--- src/rtl/game_flow_ctrl.sv ---
// Game-flow state machine for the HEROE console: power/welcome/choose/game/win-lose/play-again.
// Keypad presses are edge-detected; a single-clock prescaler times the WL hold and the PA idle timeout.
module game_flow_ctrl #(
  parameter int CLK_HZ       = 27000000,
  parameter int WL_HOLD_S    = 10,
  parameter int PA_TIMEOUT_S = 30,
  parameter int KEY_W        = 5,
  parameter int KEY_PWR      = 13,
  parameter int KEY_ST       = 10,
  parameter int KEY_YES      = 15,
  parameter int KEY_NO       = 14
) (
  input  logic             clk,
  input  logic             rst,
  input  logic             keypad_pressed,
  input  logic [KEY_W-1:0] key,
  input  logic [1:0]       w_or_l,
  output logic [2:0]       estado,
  output logic [1:0]       result,
  output logic             state_chg,
  output logic [5:0]       secs,
  output logic             fsm_error
);

  localparam logic [2:0] S_OFF  = 3'd0;
  localparam logic [2:0] S_WLCM = 3'd1;
  localparam logic [2:0] S_CH   = 3'd2;
  localparam logic [2:0] S_GAME = 3'd3;
  localparam logic [2:0] S_WL   = 3'd4;
  localparam logic [2:0] S_PA   = 3'd5;

  localparam int PW = (CLK_HZ > 1) ? $clog2(CLK_HZ) : 1;
  localparam logic [PW-1:0] PRESC_TOP = PW'(CLK_HZ - 1);
  localparam logic [5:0]    WL_LAST   = 6'(WL_HOLD_S - 1);
  localparam logic [5:0]    PA_LAST   = 6'(PA_TIMEOUT_S - 1);
  localparam bit            PA_TO_EN  = (PA_TIMEOUT_S != 0);

  logic          kp_q;
  logic [PW-1:0] presc;
  logic          press, tick, chg, err_set;
  logic          k_pwr, k_st, k_yes, k_no;
  logic          in_timed, nxt_timed;
  logic [2:0]    nxt;

  assign press = keypad_pressed & ~kp_q;
  assign k_pwr = press && (key == KEY_W'(KEY_PWR));
  assign k_st  = press && (key == KEY_W'(KEY_ST));
  assign k_yes = press && (key == KEY_W'(KEY_YES));
  assign k_no  = press && (key == KEY_W'(KEY_NO));
  assign tick  = (presc == PRESC_TOP);

  assign in_timed  = (estado == S_WL) || (estado == S_PA);
  assign nxt_timed = (nxt == S_WL) || (nxt == S_PA);
  assign chg       = (nxt != estado);

  always_comb begin
    nxt     = estado;
    err_set = (estado == S_GAME) && (w_or_l == 2'b11);
    if (estado > S_PA) begin
      nxt     = S_OFF;
      err_set = 1'b1;
    end else if (k_pwr) begin
      nxt = (estado == S_OFF) ? S_WLCM : S_OFF;
    end else begin
      case (estado)
        S_WLCM: if (k_st) nxt = S_CH;
        S_CH:   if (k_st) nxt = S_GAME;
        S_GAME: if (w_or_l == 2'b01 || w_or_l == 2'b10) nxt = S_WL;
        S_WL:   if (tick && secs == WL_LAST) nxt = S_PA;
        S_PA: begin
          if (k_yes)                                     nxt = S_GAME;
          else if (k_no)                                 nxt = S_WLCM;
          else if (PA_TO_EN && tick && secs == PA_LAST)  nxt = S_WLCM;
        end
        default: nxt = estado;
      endcase
    end
  end

  always_ff @(posedge clk or posedge rst) begin
    if (rst) begin
      kp_q      <= 1'b0;
      estado    <= S_OFF;
      result    <= 2'b00;
      state_chg <= 1'b0;
      secs      <= '0;
      fsm_error <= 1'b0;
      presc     <= '0;
    end else begin
      kp_q      <= keypad_pressed;
      estado    <= nxt;
      state_chg <= chg;
      fsm_error <= fsm_error | err_set;
      // Prescaler phase is tied to state entry so hold times are exact multiples of CLK_HZ.
      presc     <= (chg || tick) ? '0 : presc + PW'(1);
      if (estado == S_GAME && nxt == S_WL) result <= w_or_l;
      else if (!nxt_timed)                 result <= 2'b00;
      if (chg || !in_timed)            secs <= '0;
      else if (tick && secs != 6'd63)  secs <= secs + 6'd1;
    end
  end

endmodule
--- config.mk ---
export PLATFORM = sky130hd
export DESIGN_NAME = game_flow_ctrl
export DESIGN_NICKNAME = d
export VERILOG_FILES = /design/src/rtl/game_flow_ctrl.sv
export SDC_FILE = /design/constraint.sdc
export NUM_CORES = 1
export LEC_CHECK = 0
export BUFFER_PORTS_ARGS = -buffer_cell sky130_fd_sc_hd__buf_2
export CAP_MARGIN = 0
export CORE_UTILIZATION = 35
export DETAILED_ROUTE_END_ITERATION = 12
export PLACE_DENSITY = 0.53
export SKIP_LAST_GASP = 1
export SYNTH_ARGS = -nofsm -noshare
export SYNTH_HDL_FRONTEND = slang
export SYNTH_SLANG_ARGS = --single-unit
--- constraint.sdc ---
create_clock -name clk -period 2.25 [get_ports clk]
set_input_delay 0.3375 -clock clk [delete_from_list [all_inputs] [get_ports clk]]
set_output_delay 0.3375 -clock clk [all_outputs]
set_load 0.02 [all_outputs]
# Word level (Yosys, flattened, before mapping)
# Index checks and enable logic that the tools add are counted.
# word_totals
out_inout_bits	13
regBits	39
inputBits	10
# classes
n_bitwise	3
mux	17
eq_ne	20
reduce_logical	17
n_lt_le_gt_ge	1
addsub	2
# op_table
cell	n
$mux W3	9
$add A25 B1 Y25 const B	1
$eq A25 B25 Y1 const B	1
$mux W25	1
$eq A5 B4 Y1 const B	4
$pmux W3 S5	1
$eq A3 B3 Y1 const B	4
$mux W6	2
$logic_and A1 B1 Y1	9
$add A6 B1 Y6 const B	1
$eq A3 B2 Y1 const B	2
$eq A6 B4 Y1 const B	1
$eq A6 B5 Y1 const B	1
$ne A6 B6 Y1 const B	1
$logic_or A1 B1 Y1	5
$eq A2 B2 Y1 const B	2
$mux W2	2
$eq A3 B1 Y1 const B	1
$gt A3 B3 Y1 const B	1
$logic_not A3 Y1	1
$ne A3 B3 Y1	1
$eq A2 B1 Y1 const B	1
$mux W1	2
$ne A2 B1 Y1 const B	1
5 further kinds	5

# Depth between registers and ports, before layout
# Gate-level depths: netlist of run 1.
# depth
word_depth	12
mapped_depth	8
depth_no_buf	7

# Worst setup path after synthesis of run 1
# Ideal clock, no wire load.
# synth_path
kind	reg2reg
from	register secs[0]
to	register presc[12]
path_buffers	1
setup_slack_ns	0.086
path_stages_with_launch	8
arrival_time_ns	2.043
t_required_ns	2.130
cell_sequence	dfrtp_1 -> ha_1 -> nand2b_1 -> or4_1 -> o21a_1 -> o211ai_4 -> buf_6 -> nor3_1
# synth_via
elab_chain_len	11
# synth_lines
item	line_no	source
from (decl)	21	output logic [5:0] secs,
from (signal assigned)	99	else if (tick && secs != 6'd63) secs <= secs + 6'd1;
$eq A6 B5 Y1	73	else if (PA_TO_EN && tick && secs == PA_LAST) nxt = S_WLCM;
$logic_and A1 B1 Y1	73	
$mux W3	73	
$mux W3	72	else if (k_no) nxt = S_WLCM;
$mux W3	71	if (k_yes) nxt = S_GAME;
$pmux W3 S5 *	65	case (estado)
$mux W3 *	62	end else if (k_pwr) begin
$mux W3 *	59	if (estado > S_PA) begin
$ne A3 B3 Y1 *	54	assign chg = (nxt != estado);
$logic_or A1 B1 Y1 *	95	presc <= (chg || tick) ? '0 : presc + PW'(1);
$mux W25 *	95	
to (signal assigned)	95	
to (decl)	39	logic [PW-1:0] presc;
# Mark *: on every way between the ends. The rest lies on a longest branch, timed or not.
# A chain may end at the register's enable or synchronous reset.

# Worst setup path after layout of run 1
# layout_path
from	register secs[1]
to	register secs[4]
# layout_via
elab_chain_len	11
# layout_lines
item	line_no	source
$eq A6 B5 Y1	73	
$logic_and A1 B1 Y1	73	
$mux W3	73	
$mux W3	72	
$mux W3	71	
$pmux W3 S5	65	
$mux W3	62	
$mux W3	59	
$ne A3 B3 Y1	54	
$logic_or A1 B1 Y1	98	if (chg || !in_timed) secs <= '0;
$mux W6 / $reduce_bool A2 Y1 (equally long branches)	n/a	
# Several ways; a longest one is shown, not always the timed one. The select of a mux whose other input is x is not followed.

==> impl_metrics.toml, run 1 <==
[drt]
dr.pass1.iters = 4
vias = 2008
ant_nets = 0
wl_per_cell_um = 14.29
drtIter0Drc = 76
drc_errors = 0
totalWireLength_um = 5530
viasPerCell = 5.189

[sta]
fin_crit_sh_pct = 96.00
whs_ps = 43.50
setup_viol = 0
fin_skew_ps = 5.152
slew_headroom_pct = 67.97
worst_pin_slew_ps = 479.9
rsz0062_at_grt = "no"
setup_tns_ps = 0
drv_slew = 0
hold_viol = 0
fmax_ghz = 0.4630
period_needed_ps = 2160

[worst_setup_path]
path_class = "reg2reg"
critPathArrivalTime_ps = 2340
endpoint_kind = "flop"
critPathLaunchType = "flop"
critical_path_required_ps = 2430
cp_max_fo = 7

[cts]
clkTransAtPathRegs_ps = 80
hold_buffers = 0
cts_tree = "done"
clockBufferDepth = 2
clock_sinks = 39
post_cts_resize_count = 0
clk_latency_ps = 300
numCtsBuffers = 5
post_cts_buffers = 0
root_buffer = "clkbuf_8"
htree_levels = 2

[die]
dieArea_um2 = 7342
rows = 30
core_area_um2 = 6794
die_h_um = 85.69
start_util_pct = 36.08
die_w_um = 85.69
ios = 23

[final_layout]
nets = 304
diodes = 0
final_layout_size_suffix_gt1_share_pct = 24.05
multi_input_area_um2 = 1375
seq_area_um2 = 975.9
n_fill_cell = 682
area_delta_synth_final_pct = 17.92

[global_routing]
grt.total_usage_pct = 16.23
grt_pass1_vias = 1930
grt_pass1_wl_um = 9418
grt_max_degree = 33
antenna_found_initial = 0
overflow = 0

[synthesis]
synth_area_leader_cell = "dfrtp_1"
yosys_register_bits = 39
synth.top_cell.area_share_pct = 39.82
seq_area_frac_synth_pct = 39.82
yosysUniqueCellTypes = 50
avgSynthCellArea_um2 = 9.804
synth.area.top_cells = "dfrtp_1, xnor2_1, nor3_1"
async_flop_share_pct = 100.0
synth_nets = 264
syn_area_um2 = 2451
synth_edf_count = 0
yosys_warnings = 0
ys.flop_type = "dfrtp_1"
synth_cells = 250

[pwr]
switchingPower_mw = 0.8251
combPwrFrac_pct = 38.4
power_frac_clock_pct = 22.2
leakage_nw = 1.239
p_seq_share_pct = 39.5
switching_share_pct = 38.40
power.density_nw_per_um2 = 743.5
internal_power_mw = 1.324
ir_drop_uv = 381.0

[outcome]
outcome = "finished, final reports clean"

[place]
io_buffers = 22
gp_congestion = 0.7974
dp_hpwl_um = 3972

[run]
max-cap-violations = 0

[hold_path]
hold_path.class = "in2async"
-- synth_stat cells (2+ instances only) --
| cell | instances |
|---|---|
| and4_1 | 6 |
| a31oi_1 | 2 |
| o22ai_1 | 2 |
| nand2_1 | 14 |
| nor3_2 | 7 |
| dfrtp_1 | 39 |
| a21oi_1 | 9 |
| or2_2 | 3 |
| nand2b_1 | 5 |
| xnor2_1 | 15 |
| mux2i_1 | 5 |
| clkbuf_1 | 5 |
| o21a_1 | 3 |
| buf_2 | 2 |
| nor4bb_1 | 2 |
| nand4_1 | 13 |
| nor3b_1 | 5 |
| o21ai_0 | 4 |
| xor2_1 | 11 |
| ha_1 | 4 |
| nor3_1 | 26 |
| nor4_1 | 5 |
| nor2_1 | 10 |
| nand3_1 | 13 |
| buf_6 | 4 |
| and3_1 | 2 |
| nor4b_1 | 4 |
| a21o_1 | 2 |
| and4b_1 | 2 |
| inv_1 | 6 |
-- area by class of cell --
class | instances | share of cell area (%)
Tap cell | 96 | 4.156
Timing Repair Buffer | 44 | 10.52
Clock buffer | 5 | 2.381
Clock inverter | 3 | 0.6926
Sequential cell | 39 | 33.77
Inverter | 7 | 0.9091
Multi-Input combinational cell | 193 | 47.58
-- sequential cells by signal, indices dropped and copies added, names as in the netlist --
name       count
state_chg      1
presc         25
secs           6
result         2
fsm_error      1
kp_q           1
estado         3
-- per-layer routing --
| metal | global-route usage [%] | wire (um) |
|---|---|---|
| met1 | 22.22 | 2795 |
| met2 | 26.47 | 2538 |
| met3 | 2.887 | 133 |
| met4 | 4.545 | 62 |
| met5 | 0 | 0 |
-- cell usage in the layout (no fill, tap or decap), types with 6 or more instances in the layout --
cell / instances
buf_2: 22
and4_1: 6
buf_4: 19
inv_1: 6
dfrtp_1: 39
nor3_2: 7
nand4_1: 13
nor3_1: 26
xor2_1: 11
nand3_1: 13
nor2_1: 10
a21oi_1: 9
xnor2_1: 15
nand2_1: 14
-- power by group through the flow --
stage                     logic, mW  clock network (mW)  registers [mW]
final                         0.825               0.476           0.848
after detailed placement      0.828                   0           0.860
after floorplan               0.530                   0           0.909
after CTS                     0.827               0.498           0.849
after global placement        0.819                   0           0.861
after global routing          0.906               0.533           0.862
-- kinds of logic after synthesis --
logic type                 count (synthesis)  synth area share, %
and+or+nand+nor                          126                31.70
DFF                                       39                39.82
AOI/OAI and AO/OA                         32                11.03
xor gates and xnor gates                  26                9.291
buffers and inverters                     18                4.083
muxes                                      5                2.042
adders and majority gates                  4                2.042
-- stage by stage --
stage	utilization [%]	power (mW)	instance area, um2	setup slack (ps)	instances
global route	42.54	2.302	2890	20.03	387
detailed placement	41.18	1.688	2798	69.80	379
CTS	42.49	2.174	2887	64.45	387
finish	42.54	2.149	2890	90.08	387
global placement	41.18	1.680	2798	62.37	379
floorplan	-	1.439	2451	86.43	250
-- critical path, cell delays in order, from the launching register on --
cell	delay [ps]
dfrtp_1	380
inv_1	70
ha_1	140
nand2b_1	120
or4_1	580
or2_2	310
o211ai_2	220
buf_6	160
nor3_1	50
-- path summary, 6_finish.rpt --
kind                       slack, ps  depth (start not counted)           start         to
setup / recovery                  90                          8         secs[1]    secs[4]
hold / removal                    40                          2             rst  state_chg
setup reg to reg                  90                          8         secs[1]    secs[4]
hold reg to reg                  480                          1       fsm_error  fsm_error
max in group asynchronous       1570                          3             rst  presc[16]
min in group clk                 160                          1  keypad_pressed       kp_q
(Power assumes the default switching activity.)
==> run 2: changes to the inputs <==
- PLACE_DENSITY: 0.53 -> unset
- PLACE_DENSITY_LB_ADDON: unset -> 0.1
==> run 2 against run 1 <==
Compared with the run above:
- clock power up 47%
- die area is the same
- worst setup slack gained 0.86 ps
- sequential cell count unchanged
- utilization rose by 1.6 points
- hold slack better by 110 ps
- sequential power fell by 0.5%
- final area increased by 3.8%
- non-clock buffer count up 7
- routed wire length is 5.6% higher
- cell count grew 1.8%
- global-route usage up 1.4 points
- critical path type unchanged
- largest cell class unchanged
==> impl_metrics.toml, run 2 (same netlist as run 1, synthesis figures left out) <==
[global_routing]
overflow = 0
grt_pass1_vias = 2003
grt.total_usage_pct = 17.60
grt_pass1_wl_um = 9977
grt_max_degree = 40
antenna_found_initial = 0

[die]
die_w_um = 85.69
ios = 23
die_h_um = 85.69
rows = 30
dieArea_um2 = 7342
start_util_pct = 36.08
core_area_um2 = 6794

[cts]
clock_sinks = 39
clockBufferDepth = 2
cts_tree = "done"
numCtsBuffers = 5
clk_latency_ps = 290
hold_buffers = 0
htree_levels = 2
clkTransAtPathRegs_ps = 80
root_buffer = "clkbuf_8"

[final_layout]
final_layout_size_suffix_gt1_share_pct = 25.50
top_register = "presc"
final_cells = 394
n_fill_cell = 663
nets = 311
diodes = 0
area_delta_synth_final_pct = 22.36
reg.largest.list = "presc x25, secs x6, estado x3"
largest_reg_flops = 25
mostFrequentLayoutCells = "dfrtp_1, nor3_1, buf_4"
layout_commonest_cell = "dfrtp_1"
design_area_um2 = 2999

[sta]
slew_headroom_pct = 64.13
fin_skew_ps = 6.605
fmax_ghz = 0.4632
rsz0062_at_grt = "no"
drv_slew = 0
setup_viol = 0
worst_pin_slew_ps = 538.1
fin_crit_sh_pct = 95.96
hold_viol = 0
setup_tns_ps = 0
period_needed_ps = 2159

[place]
dp_hpwl_um = 4184
placed_area_um2 = 2863
io_buffers = 22
dp.cells = 386
gp_congestion = 0.7617

[worst_setup_path]
ff2ff_setup_slack_ps = 90
path_class = "reg2reg"
endpoint_kind = "flop"
critPathLaunchType = "flop"
critical_path_required_ps = 2430
cp_max_fo = 7
critPathArrivalTime_ps = 2340

[hold_path]
hold_path.class = "in2async"

[pwr]
power.density_nw_per_um2 = 813.9
leakage_nw = 1.306
finalPower_mw = 2.441
ir_drop_uv = 327.0

[drt]
ant_nets = 0
drc_errors = 0
totalWireLength_um = 5837
viasPerCell = 5.223
drtIter0Drc = 100
dr.pass1.iters = 5
vias = 2058
wl_per_cell_um = 14.81

[outcome]
outcome = "finished, final reports clean"

[run]
max-cap-violations = 0
## run 2: cell types whose count changed in the layout (fill, tap and decap cells not counted), sizes merged
cell / delta
buf: +7
bufinv: +2
clkinvlp: -2
clkbuf: +1
clkinv: -1
## run 2: what timing repair did
action | 4_1_cts | 5_1_grt
setup buffers | 0 | 0
setup endpoints to repair | 0 | 7
gates resized for setup | 0 | 1
hold endpoints to repair | 0 | 0
## run 2: metrics by stage
step                util, %  hold WS, ps  setup WS, ps
floorplan                 -        368.9         86.43
global placement      42.14        458.9         70.47
detailed placement    42.14        460.6         39.29
CTS                   44.09        151.6         26.01
global route          44.14        150.1         3.974
finish                44.14        155.6         90.95
## run 2: worst max-delay path: stages, from the launching register on
cell and delay [ps]:
dfrtp_1 390, inv_1 80, ha_1 140, nand2b_1 110, or4_1 580, or2_2 310
o211ai_2 210, buf_6 160, nor3_1 60
## run 2: path summary, 6_finish.rpt
path | from | end | cells after the start
max reg2reg | secs[1] | secs[2] | 8
min reg2reg | fsm_error | fsm_error | 1
min | rst | presc[7] | 3
max in group asynchronous | rst | presc[10] | 3
max | secs[1] | secs[2] | 8
min in group clk | keypad_pressed | kp_q | 1
## run 2: layout make-up
| cell class | count | area (um2) | area share [%] |
|---|---|---|---|
| tap | 96 | 120.1 | 4.005 |
| sequential | 39 | 975.9 | 32.54 |
| multi-input combinational | 193 | 1375 | 45.85 |
| clock inverter | 2 | 60.06 | 2.003 |
| inverter | 7 | 26.28 | 0.8761 |
| timing repair buffer | 51 | 369.1 | 12.31 |
| clock buffer | 6 | 72.57 | 2.420 |
## run 2: power breakdown
part	internal (mW)	switching (mW)	total, mW
logic	0.376	0.521	0.897
clock network	0.444	0.256	0.700
registers	0.783	0.0613	0.844
total	1.60	0.838	2.44
## run 2: metal layers
| layer | up-vias | part of all wire, % | global-route usage (%) | wire [um] |
|---|---|---|---|---|
| met3 | 8 | 3.1 | 3.176 | 180 |
| met2 | 55 | 48 | 29.45 | 2784 |
| met1 | 978 | 48 | 23.02 | 2788 |
| met4 | 0 | 1.4 | 5.909 | 83 |
| li1 | 1017 | - | - | - |
| met5 | - | 0 | 0 | 0 |
==> run 3: changes to the inputs <==
- clock period: 2.25 -> 1.8 ns (I/O delays scaled with it)
==> run 3 against run 2 <==
Compared with the run above:
- the flow now finishes with violations (setup timing)
- clock skew grew 5.1 ps
- worst setup slack got worse by 320 ps
- power is 36% higher
- clock power up 11%
- register-to-register slack lost 320 ps
- sequential power increased by 26%
- sequential cell count unchanged
- routed wire length grew 8.9%
- utilization up 8.5 points
- via count rose by 7.3%
- count of clock-buffer cells in the layout did not move
- final area rose by 19%
- largest power group unchanged
==> impl_metrics.toml, run 3 (same netlist as run 1, synthesis figures left out) <==
[outcome]
outcome = "complete, but fails checks"
violations = "setup timing"

[cts]
root_buffer = "clkbuf_8"
cts_tree = "done"
clockBufferDepth = 2
numCtsBuffers = 5
clk_latency_ps = 300
clock_sinks = 39
clkTransAtPathRegs_ps = 90
htree_levels = 2

[sta]
whs_ps = 15.47
worst_pin_slew_ps = 444.7
slew_headroom_pct = 70.08
worst_slack_ps = -231.0
fin_crit_sh_pct = 112.8
drv_slew = 0
setup_viol = 36
hold_viol = 0
fmax_ghz = 0.4924
fin_skew_ps = 11.74
rsz0062_at_grt = "yes"
setup_tns_ps = -6895
period_needed_ps = 2031

[final_layout]
top_register = "presc"
mostFrequentLayoutCells = "buf_4, dfrtp_1, buf_2"
largest_reg_flops = 25
diodes = 0
final_layout_size_suffix_gt1_share_pct = 44.16
area_delta_synth_final_pct = 45.79
nets = 364
reg.largest.list = "presc x25, secs x6, estado x3"
layout_commonest_cell = "buf_4"

[worst_setup_path]
cp_cell_sequence = "inv_2, ha_4, nand2b_4, or4_4, o21a_4, o211ai_4, clkbuf_16, nor3_2"
cpMaxStageDelayCell = "or4_4"
critPathArrivalTime_ps = 2210
cp_max_fo = 5
crit_path_max_incr_delay_ps = 500
worstSetupPathDepth = 8
critPathLaunchType = "flop"
endpoint_kind = "flop"
cp_top_family = "simple AND/OR/NAND/NOR gates"
path_class = "reg2reg"
path_buf_inv = 2
ff2ff_setup_slack_ps = -230
rr_worst_depth = 8
critical_path_required_ps = 1980

[die]
start_util_pct = 36.08
rows = 30
core_area_um2 = 6794
die_h_um = 85.69
die_w_um = 85.69
ios = 23
dieArea_um2 = 7342

[pwr]
power.density_nw_per_um2 = 930.6
ir_drop_uv = 476.1
leakage_nw = 1.597

[place]
dp_hpwl_um = 4527
io_buffers = 22
gp_congestion = 0.8039

[run]
max-cap-violations = 0

[drt]
drc_errors = 0
dr.pass1.iters = 4
ant_nets = 0
drtIter0Drc = 87
totalWireLength_um = 6358
vias = 2208
wl_per_cell_um = 14.22
viasPerCell = 4.940

[hold_path]
hold_path.class = "in2async"

[global_routing]
antenna_found_initial = 0
grt_pass1_vias = 2191
grt_pass1_wl_um = 10510
overflow = 0
grt_max_degree = 40
grt.total_usage_pct = 18.24
==> run 3: repair_timing <==
action | in CTS | in global routing
pin swaps | 6 | 5
hold endpoints to repair | 0 | 0
gates cloned | 0 | 2
hold buffers | 0 | 0
gates resized for setup | 6 | 10
buffers inserted | 2 | 1
endpoints found under the setup margin | 36 | 36
==> run 3: final timing paths <==
check	startpoint	to
max	secs[1]	presc[15]
min	rst	presc[6]
max reg2reg	secs[1]	presc[15]
min reg2reg	fsm_error	fsm_error
max in group asynchronous	rst	secs[1]
min in group clk	keypad_pressed	kp_q
==> run 3: final cells by class <==
cell class | instances | area (um2)
multi-input combinational | 193 | 1501
clock inverter | 2 | 35.03
tap | 96 | 120.1
inverter | 7 | 26.28
fill | 634 | 3221
sequential | 39 | 982.2
clock buffer | 6 | 82.58
timing repair buffer | 104 | 825.8
==> run 3: through the flow <==
stage	cells	area (um2)	setup WS, ps	total power, mW	utilization (%)
global placement	434	3329	-277.6	2.450	49.01
floorplan	250	2520	-277.2	1.841	-
finish	447	3573	-231.0	3.326	52.60
CTS	444	3485	-228.4	3.263	51.29
detailed placement	434	3329	-261.8	2.449	49.01
global route	447	3573	-316.7	3.548	52.60
==> run 3: report_power, final <==
part	switching, mW	internal (mW)
clock network	0.327	0.449
registers	0.0795	0.980
logic	0.749	0.741
total	1.16	2.17
==> run 3: worst register-to-register path, stage by stage, from the launching register on <==
cell	delay, ps
dfrtp_2	410
inv_2	70
ha_4	130
nand2b_4	50
or4_4	500
o21a_4	230
o211ai_4	270
clkbuf_16	220
nor3_2	40
==> run 3: layer usage <==
metal	vias up	track usage [%]	routed length, um
li1	1124	-	-
met1	1044	25.83	3215
met2	34	29.16	2874
met3	6	3.176	213
met4	0	4.091	54
met5	-	0	0
